`config.mk`:
```
export PLATFORM = sky130hd
export DESIGN_NAME = imem_arbiter
export DESIGN_NICKNAME = d
export VERILOG_FILES = /design/src/rtl/imem_arbiter.sv
export SDC_FILE = /design/constraint.sdc
export NUM_CORES = 1
export LEC_CHECK = 0
export ABC_AREA = 0
export CORE_AREA = 2 2 110 112
export CTS_CLUSTER_SIZE = 30
export DETAILED_ROUTE_END_ITERATION = 6
export DIE_AREA = 0 0 112 114
export PLACE_DENSITY = 0.74
export SLEW_MARGIN = 0
export SYNTH_ARGS = -nofsm -noshare
export SYNTH_HDL_FRONTEND = slang
export SYNTH_SLANG_ARGS = --single-unit
```
`constraint.sdc`:
```
create_clock -name clk -period 1.9 [get_ports clk]
set_input_delay 0.475 -clock clk [delete_from_list [all_inputs] [get_ports clk]]
set_output_delay 0.475 -clock clk [all_outputs]
set_load 0.01 [all_outputs]
```
`src/rtl/imem_arbiter.sv`:
```
// Program-memory port arbiter between instruction fetch and the boot loader.
// Define IMEM_ARB_PERF_EN to build the fetch/loader conflict counter.
module imem_arbiter #(
  parameter int ADDR_W     = 14,
  parameter int DATA_W     = 32,
  parameter int STARVE_MAX = 4
) (
  input  logic              clk,
  input  logic              rst,
  input  logic              f_req,
  input  logic [ADDR_W-1:0] f_addr,
  output logic              f_gnt,
  output logic              f_rvalid,
  output logic [DATA_W-1:0] f_rdata,
  input  logic              l_req,
  input  logic              l_we,
  input  logic [ADDR_W-1:0] l_addr,
  input  logic [DATA_W-1:0] l_wdata,
  input  logic              l_done,
  input  logic              l_reboot,
  output logic              l_gnt,
  output logic              l_rvalid,
  output logic [DATA_W-1:0] l_rdata,
  output logic              mem_en,
  output logic              mem_we,
  output logic [ADDR_W-1:0] mem_addr,
  output logic [DATA_W-1:0] mem_wdata,
  input  logic [DATA_W-1:0] mem_rdata,
  output logic              cpu_hold,
  output logic [ADDR_W:0]   prog_words,
  output logic [31:0]       perf_conflicts,
  output logic              dbg_state,
  output logic [ADDR_W:0]   dbg_word_cnt
);
  // Handshake: a requester holds *_req with its address/data; *_gnt high in the
  // same cycle means the memory took the access. There is no back-pressure on
  // returns: a granted read answers with *_rvalid exactly one cycle later.

  typedef enum logic {ST_BOOT = 1'b0, ST_RUN = 1'b1} state_t;

  localparam int SW = (STARVE_MAX < 1) ? 1 : $clog2(STARVE_MAX + 1);
  localparam logic [SW-1:0]   STARVE_LIM = SW'(STARVE_MAX);
  localparam logic [ADDR_W:0] WORD_SAT   = {1'b1, {ADDR_W{1'b0}}};

  state_t          state;
  logic [SW-1:0]   starve_cnt;
  logic [ADDR_W:0] word_cnt;
  logic [ADDR_W:0] word_cnt_inc;
  logic            f_rvalid_q;
  logic            l_rvalid_q;
  logic            l_wr;

  always_comb begin
    f_gnt    = 1'b0;
    l_gnt    = 1'b0;
    cpu_hold = 1'b1;
    if (state == ST_BOOT) begin
      l_gnt = l_req;
    end else begin
      if (f_req && l_req) begin
        // Fetch has priority until the loader has waited STARVE_MAX times.
        if (starve_cnt == STARVE_LIM) l_gnt = 1'b1;
        else                          f_gnt = 1'b1;
      end else begin
        f_gnt = f_req;
        l_gnt = l_req;
      end
      cpu_hold = f_req & ~f_gnt;
    end
  end

  assign l_wr         = l_gnt & l_we;
  assign word_cnt_inc = (l_wr && (word_cnt != WORD_SAT))
                        ? word_cnt + {{ADDR_W{1'b0}}, 1'b1} : word_cnt;

  assign mem_en    = f_gnt | l_gnt;
  assign mem_we    = l_wr;
  assign mem_addr  = f_gnt ? f_addr : (l_gnt ? l_addr : '0);
  assign mem_wdata = l_gnt ? l_wdata : '0;

  assign f_rvalid = f_rvalid_q;
  assign l_rvalid = l_rvalid_q;
  assign f_rdata  = f_rvalid_q ? mem_rdata : '0;
  assign l_rdata  = l_rvalid_q ? mem_rdata : '0;

  assign dbg_state    = state;
  assign dbg_word_cnt = word_cnt;

  always_ff @(posedge clk or negedge rst) begin
    if (!rst) begin
      state      <= ST_BOOT;
      starve_cnt <= '0;
      word_cnt   <= '0;
      prog_words <= '0;
      f_rvalid_q <= 1'b0;
      l_rvalid_q <= 1'b0;
    end else begin
      f_rvalid_q <= f_gnt;
      l_rvalid_q <= l_gnt & ~l_we;
      if (state == ST_BOOT) begin
        if (l_reboot) begin
          word_cnt <= '0;
        end else begin
          word_cnt <= word_cnt_inc;
          if (l_done) begin
            state      <= ST_RUN;
            prog_words <= word_cnt_inc;
            starve_cnt <= '0;
          end
        end
      end else begin
        starve_cnt <= (l_req && f_gnt) ? starve_cnt + SW'(1) : '0;
        if (l_reboot) begin
          state    <= ST_BOOT;
          word_cnt <= '0;
        end
      end
    end
  end

`ifdef IMEM_ARB_PERF_EN
  logic [31:0] perf_q;

  always_ff @(posedge clk or negedge rst) begin
    if (!rst) begin
      perf_q <= '0;
    end else if (state == ST_BOOT) begin
      if (l_done && !l_reboot) perf_q <= '0;
    end else if (f_req && l_req && (perf_q != 32'hFFFF_FFFF)) begin
      perf_q <= perf_q + 32'd1;
    end
  end

  assign perf_conflicts = perf_q;
`else
  assign perf_conflicts = 32'h0;
`endif

endmodule

```
Word-level counts from Yosys, hierarchy flattened
Index checks and enable logic that the tools add are counted.
Operators by class
  add/sub/neg operators: 2
  eq/ne operators: 4
  multiplexer cells: 25
  bitwise operators: 8
  reductions and logical operators: 6
Operators by type and width (count)
  $mux 32: 3
  $mux 15: 4
  $mux 14: 2
  $add 15x1->15 const B: 1
  $ne 15x15->1 const B: 1
  $mux 1: 12
  $mux 3: 4
  $not 1->1: 4
  $add 3x1->3 const B: 1
  $and 1x1->1: 3
  $eq 3x3->1 const B: 1
  $logic_and 1x1->1: 3
  $reduce_and 3->1: 1
  $ne 2x1->1 const B: 1
  $ne 2x2->1 const B: 1
  $reduce_and 2->1: 1
  $reduce_bool 2->1: 1
  $or 1x1->1: 1
Word-level totals
  register bits: 36
  bits of input ports: 99
  output and inout port bits: 180
  logic and storage cells: 51

Logic depth before layout (Yosys ltp)
  depth after elaboration: 9
  gate-level depth with buffers: 7
  gate-level depth less buffers: 6

Least setup slack after synthesis
Ideal clock, no wire load.
  path type: register to output
  start: register starve_cnt[0]
  end: output mem_wdata[12]
  data arrival time: 1.547 ns
  data required time: 1.425 ns
  slack: -0.122 ns
  cell stages (with the launch flop): 8
  buffers on the path: 2
  cells stage by stage: dfrtp_1 -> inv_1 -> ha_1 -> nand2_1 -> a21boi_1 -> buf_2 -> clkbuf_1 -> and2_1
Between the ends
  word-level cells in the longest chain between the ends: 5
RTL lines
  from (decl): line 46  | logic [SW-1:0] starve_cnt;
  from (signal assigned): line 112  | starve_cnt <= (l_req && f_gnt) ? starve_cnt + SW'(1) : '0;
  $eq 3x3->1: line 62  | if (starve_cnt == STARVE_LIM) l_gnt = 1'b1;
  $mux 1: line 62
  $mux 1: line 60  | if (f_req && l_req) begin
  $mux 1: line 57  | if (state == ST_BOOT) begin
  $mux 32: line 79  | assign mem_wdata = l_gnt ? l_wdata : '0;
  to (decl): line 27  | output logic [DATA_W-1:0] mem_wdata,
Every way passes these cells.

Final worst setup path
  start: register starve_cnt[0]
  end: output mem_addr[6]
Between the ends
  word-level cells in the longest chain between the ends: 6
  elaborated cells on any way between the ends: 10
  those cells by class: eq/ne (1); mux (9)
RTL lines
  $eq 3x3->1 *: line 62
  $mux 1: line 62
  $mux 1: line 60
  $mux 1: line 57
  $mux 14 / $mux 1 (equally long branches): line 78, 57
  $mux 14 *: line 78  | assign mem_addr = f_gnt ? f_addr : (l_gnt ? l_addr : '0);
  to (decl): line 26  | output logic [ADDR_W-1:0] mem_addr,
Mark *: on every way between the ends. The rest lies on a longest branch, timed or not. The select of a mux whose other input is x is not followed.

==> run_results.csv <==
group,metric,value,unit
placed_design,portBuffers,246,
critical_path,worst_setup_path_end_kind,"output pin",
cts,numCtsBuffers,5,
critical_path,crit_buf_inv,4,
floorplan,rows,40,
global_routing,grt_pass1_wl,19800,um
power_and_ir_drop,vdd_drop_max,0.000459,V
critical_path,critPathArrivalTime,1.69,ns
floorplan,dieArea,12800,um^2
timing,fin_worst_hold_slack,0.491,ns
critical_path,startpoint_type,"flop",
synthesis,seq_area_frac_synth,29.3,%
routing,drc,0,
floorplan,core,11700,um^2
critical_path,path_class,"reg2out",
synthesis,synth_compound_area_share,13.1,%
run_status,outcome,"finished with violations",
critical_path,worst-path-stages,8,
synthesis,synth_top_family_by_area,"simple AND/OR/NAND/NOR gates",
synthesis,synthSimpleGateAreaFrac,38.1,%
timing,finalSetupViolCount,49,
cts,cts_tree,"done",
timing,hold_viol_final,0,
critical_path,slowest_delay,0.39,ns
critical_path,crit_chain,"inv_2 > ha_4 > nand2_4 > a21boi_4 > buf_6 > buf_12 > a22o_1 > buf_2",
routing,wl_per_cell,16.3,um
finish,area_delta_synth_final,102,%
synthesis,synth_edf_count,0,
critical_path,cp.required,1.42,ns
finish,nets,762,
min_path,hold_depth,2,
critical_path,r2r_start,"starve_cnt[0]",
timing,fin_ws,-0.260,ns
synthesis,ys_warn_count,0,
power_and_ir_drop,seq_power_share,31.6,%
routing,wirelength,13100,um
synthesis,synth_flop_cell,"dfrtp_1",
routing,drtIter0Drc,187,
synthesis,syn_avg_cell_area,8.15,um^2
synthesis,synth.mux.area_fraction,2.04,%
floorplan,die_w,112,um
critical_path,rrSetupSlack,0.08,ns
routing,detail-route-antenna-nets,0,
cts,clock_path_buffers,2,
routing,drtPass1Iterations,4,
synthesis,syn-cell-area,3070,um^2
routing,vias,3708,
finish,insertedDiodeCount,0,
routing,via_per_inst,4.59,
finish,final_cell_mix,"clkdlybuf4s50_1 (125), and2_1 (88), dlygate4sd2_1 (52)",
placed_design,gp_routability_congestion,0.947,
power_and_ir_drop,clock_power_share,31.0,%
global_routing,grt_max_degree,37,
finish,mostFrequentLayoutCell,"clkdlybuf4s50_1",
power_and_ir_drop,comb_power_share,37.4,%
timing,fmax,0.463,GHz
synthesis,ys_ff_latch,36,
synthesis,synthCells,377,
timing,finClkSkew,0.00707,ns
global_routing,antenna_found_initial,0,
timing,slew_viol_final,0,
synthesis,synthArstFlopShare,100,%
power_and_ir_drop,swShare,27.6,%
power_and_ir_drop,power.switching,723,uW
timing,finalCriticalPeriod,2.16,ns
min_path,holdCritStartpoint,"prog_words[9]",
power_and_ir_drop,power.leakage,0.00293,uW
global_routing,track_usage,19.3,%
min_path,hp-class,"reg2reg",
synthesis,yosys.area_share.adder,1.63,%
synthesis,netlist-cell-type-count,49,
floorplan,die_height,114,um
floorplan,start_util,26.2,%
global_routing,grt_pass1_vias,3570,
critical_path,worstRegToRegCells,7,
global_routing,grt-ovfl-total,0,
critical_path,timing.rr.end,"prog_words[12]",
timing,rsz0062_at_grt,"yes",
cts,cts_hold_buf,0,
power_and_ir_drop,p_int,1900,uW
cts,clk_latency,0.28,ns
critical_path,path_max_fanout,6,
placed_design,hpwlAfterDp,9900,um
timing,finalCritPeriodShare,114,%
cts,cts_num_sinks,36,
critical_path,crit_slowest_cell,"dfrtp_1",
cts,clkTransAtPathRegs,0.05,ns
cts,htree_levels,2,
cts,cts_root_buf,"clkbuf_16",
timing,fin_setup_tns,-11.20,ns
power_and_ir_drop,power.density,422,nW/um^2
job,max_cap_violations,0,
run_status,violations,"setup timing",
min_path,hold_end,"prog_words[9]",
finish,drive_gt1_share,24.7,%
synthesis,synthXorXnorAreaFrac,3.70,%
critical_path,path_delay_family,"buffers and inverters",
floorplan,pin_count,279,
-- state kept, by name (all words and copies together) (netlist names) --
| register | count |
|---|---|
| starve_cnt | 3 |
| l_rvalid | 1 |
| prog_words | 15 |
| dbg_word_cnt | 15 |
| dbg_state | 1 |
| f_rvalid | 1 |
-- tightest hold or removal path: cells and delay by family (launching register included) --
kind	cells	cell delay, ns
and+or+nand+nor	2	0.10
DFF	1	0.35
-- power groups by stage --
stage,registers (uW),clock network [uW],logic (uW)
5_1_grt,832,875,1050
2_1_floorplan,856,0,347
3_3_place_gp,837,0,931
4_1_cts,829,831,959
3_5_place_dp,839,0,942
6_report,828,812,982
-- cell usage after synthesis (all sizes together), types with 6 or more instances --
| cell | n | share of area, % |
|---|---|---|
| and2 | 103 | 21 |
| buf | 42 | 9.4 |
| dfrtp | 36 | 29 |
| nor2 | 23 | 2.8 |
| nand2 | 18 | 2.3 |
| o21ai | 18 | 2.9 |
| a22o | 14 | 4.0 |
| clkbuf | 14 | 1.7 |
| xnor2 | 13 | 3.7 |
| nand3 | 9 | 1.9 |
| a31oi | 7 | 1.4 |
| inv | 7 | 0.85 |
| nand4 | 7 | 1.6 |
| nor4 | 7 | 1.4 |
| or3 | 7 | 1.4 |
| nor3 | 6 | 0.98 |
-- worst max-delay path by stage --
stage,startpoint,to,slack [ns]
after floorplan,f_req,mem_wdata[12],0.02
after global placement,f_req,mem_wdata[17],-0.83
after detailed placement,f_req,mem_wdata[20],-0.84
after CTS,starve_cnt[1],mem_wdata[23],-0.34
after global routing,starve_cnt[0],mem_wdata[1],-0.34
final,starve_cnt[0],mem_addr[6],-0.26
-- stage by stage --
stage	cells	instance area (um^2)	power (uW)	utilization, %	worst slack, ns
floorplan	408	3210	1200	-	0.0179
global placement	782	5870	1770	50.1	-0.828
detailed placement	782	5870	1780	50.1	-0.844
CTS	805	6080	2620	52.0	-0.341
global route	807	6210	2760	53.0	-0.338
finish	807	6210	2620	53.0	-0.260
-- cell families after synthesis --
group,after synthesis
buf+inv,63
other cells,1
fa+ha+maj,4
mux,6
compound gates,57
xor+xnor,13
flops,36
simple gates,197
-- layout make-up --
class	instances	area (um^2)
Inverter	7	26.3
Multi-Input combinational cell	309	2070
Timing Repair Buffer	300	2870
Clock inverter	2	10.0
Sequential cell	36	912
Clock buffer	6	139
Fill cell	1072	5500
Tap cell	147	184
-- timing repair --
| item | in CTS | in global routing |
|---|---|---|
| resized for setup | 309 | 51 |
| setup endpoints to repair | 131 | 80 |
| pin swaps | 10 | 14 |
| cloned | 6 | 1 |
| setup buffers | 10 | 5 |
-- per-layer routing --
| metal | track usage, % | up-vias | share of wire (%) |
|---|---|---|---|
| met2 | 33.9 | 171 | 51 |
| met1 | 24.4 | 1738 | 41 |
| met4 | 5.28 | 0 | 1.9 |
| li1 | - | 1782 | - |
| met5 | 0 | - | 0 |
| met3 | 3.67 | 17 | 6.7 |
Note: power is estimated with default switching activity, not from simulation.
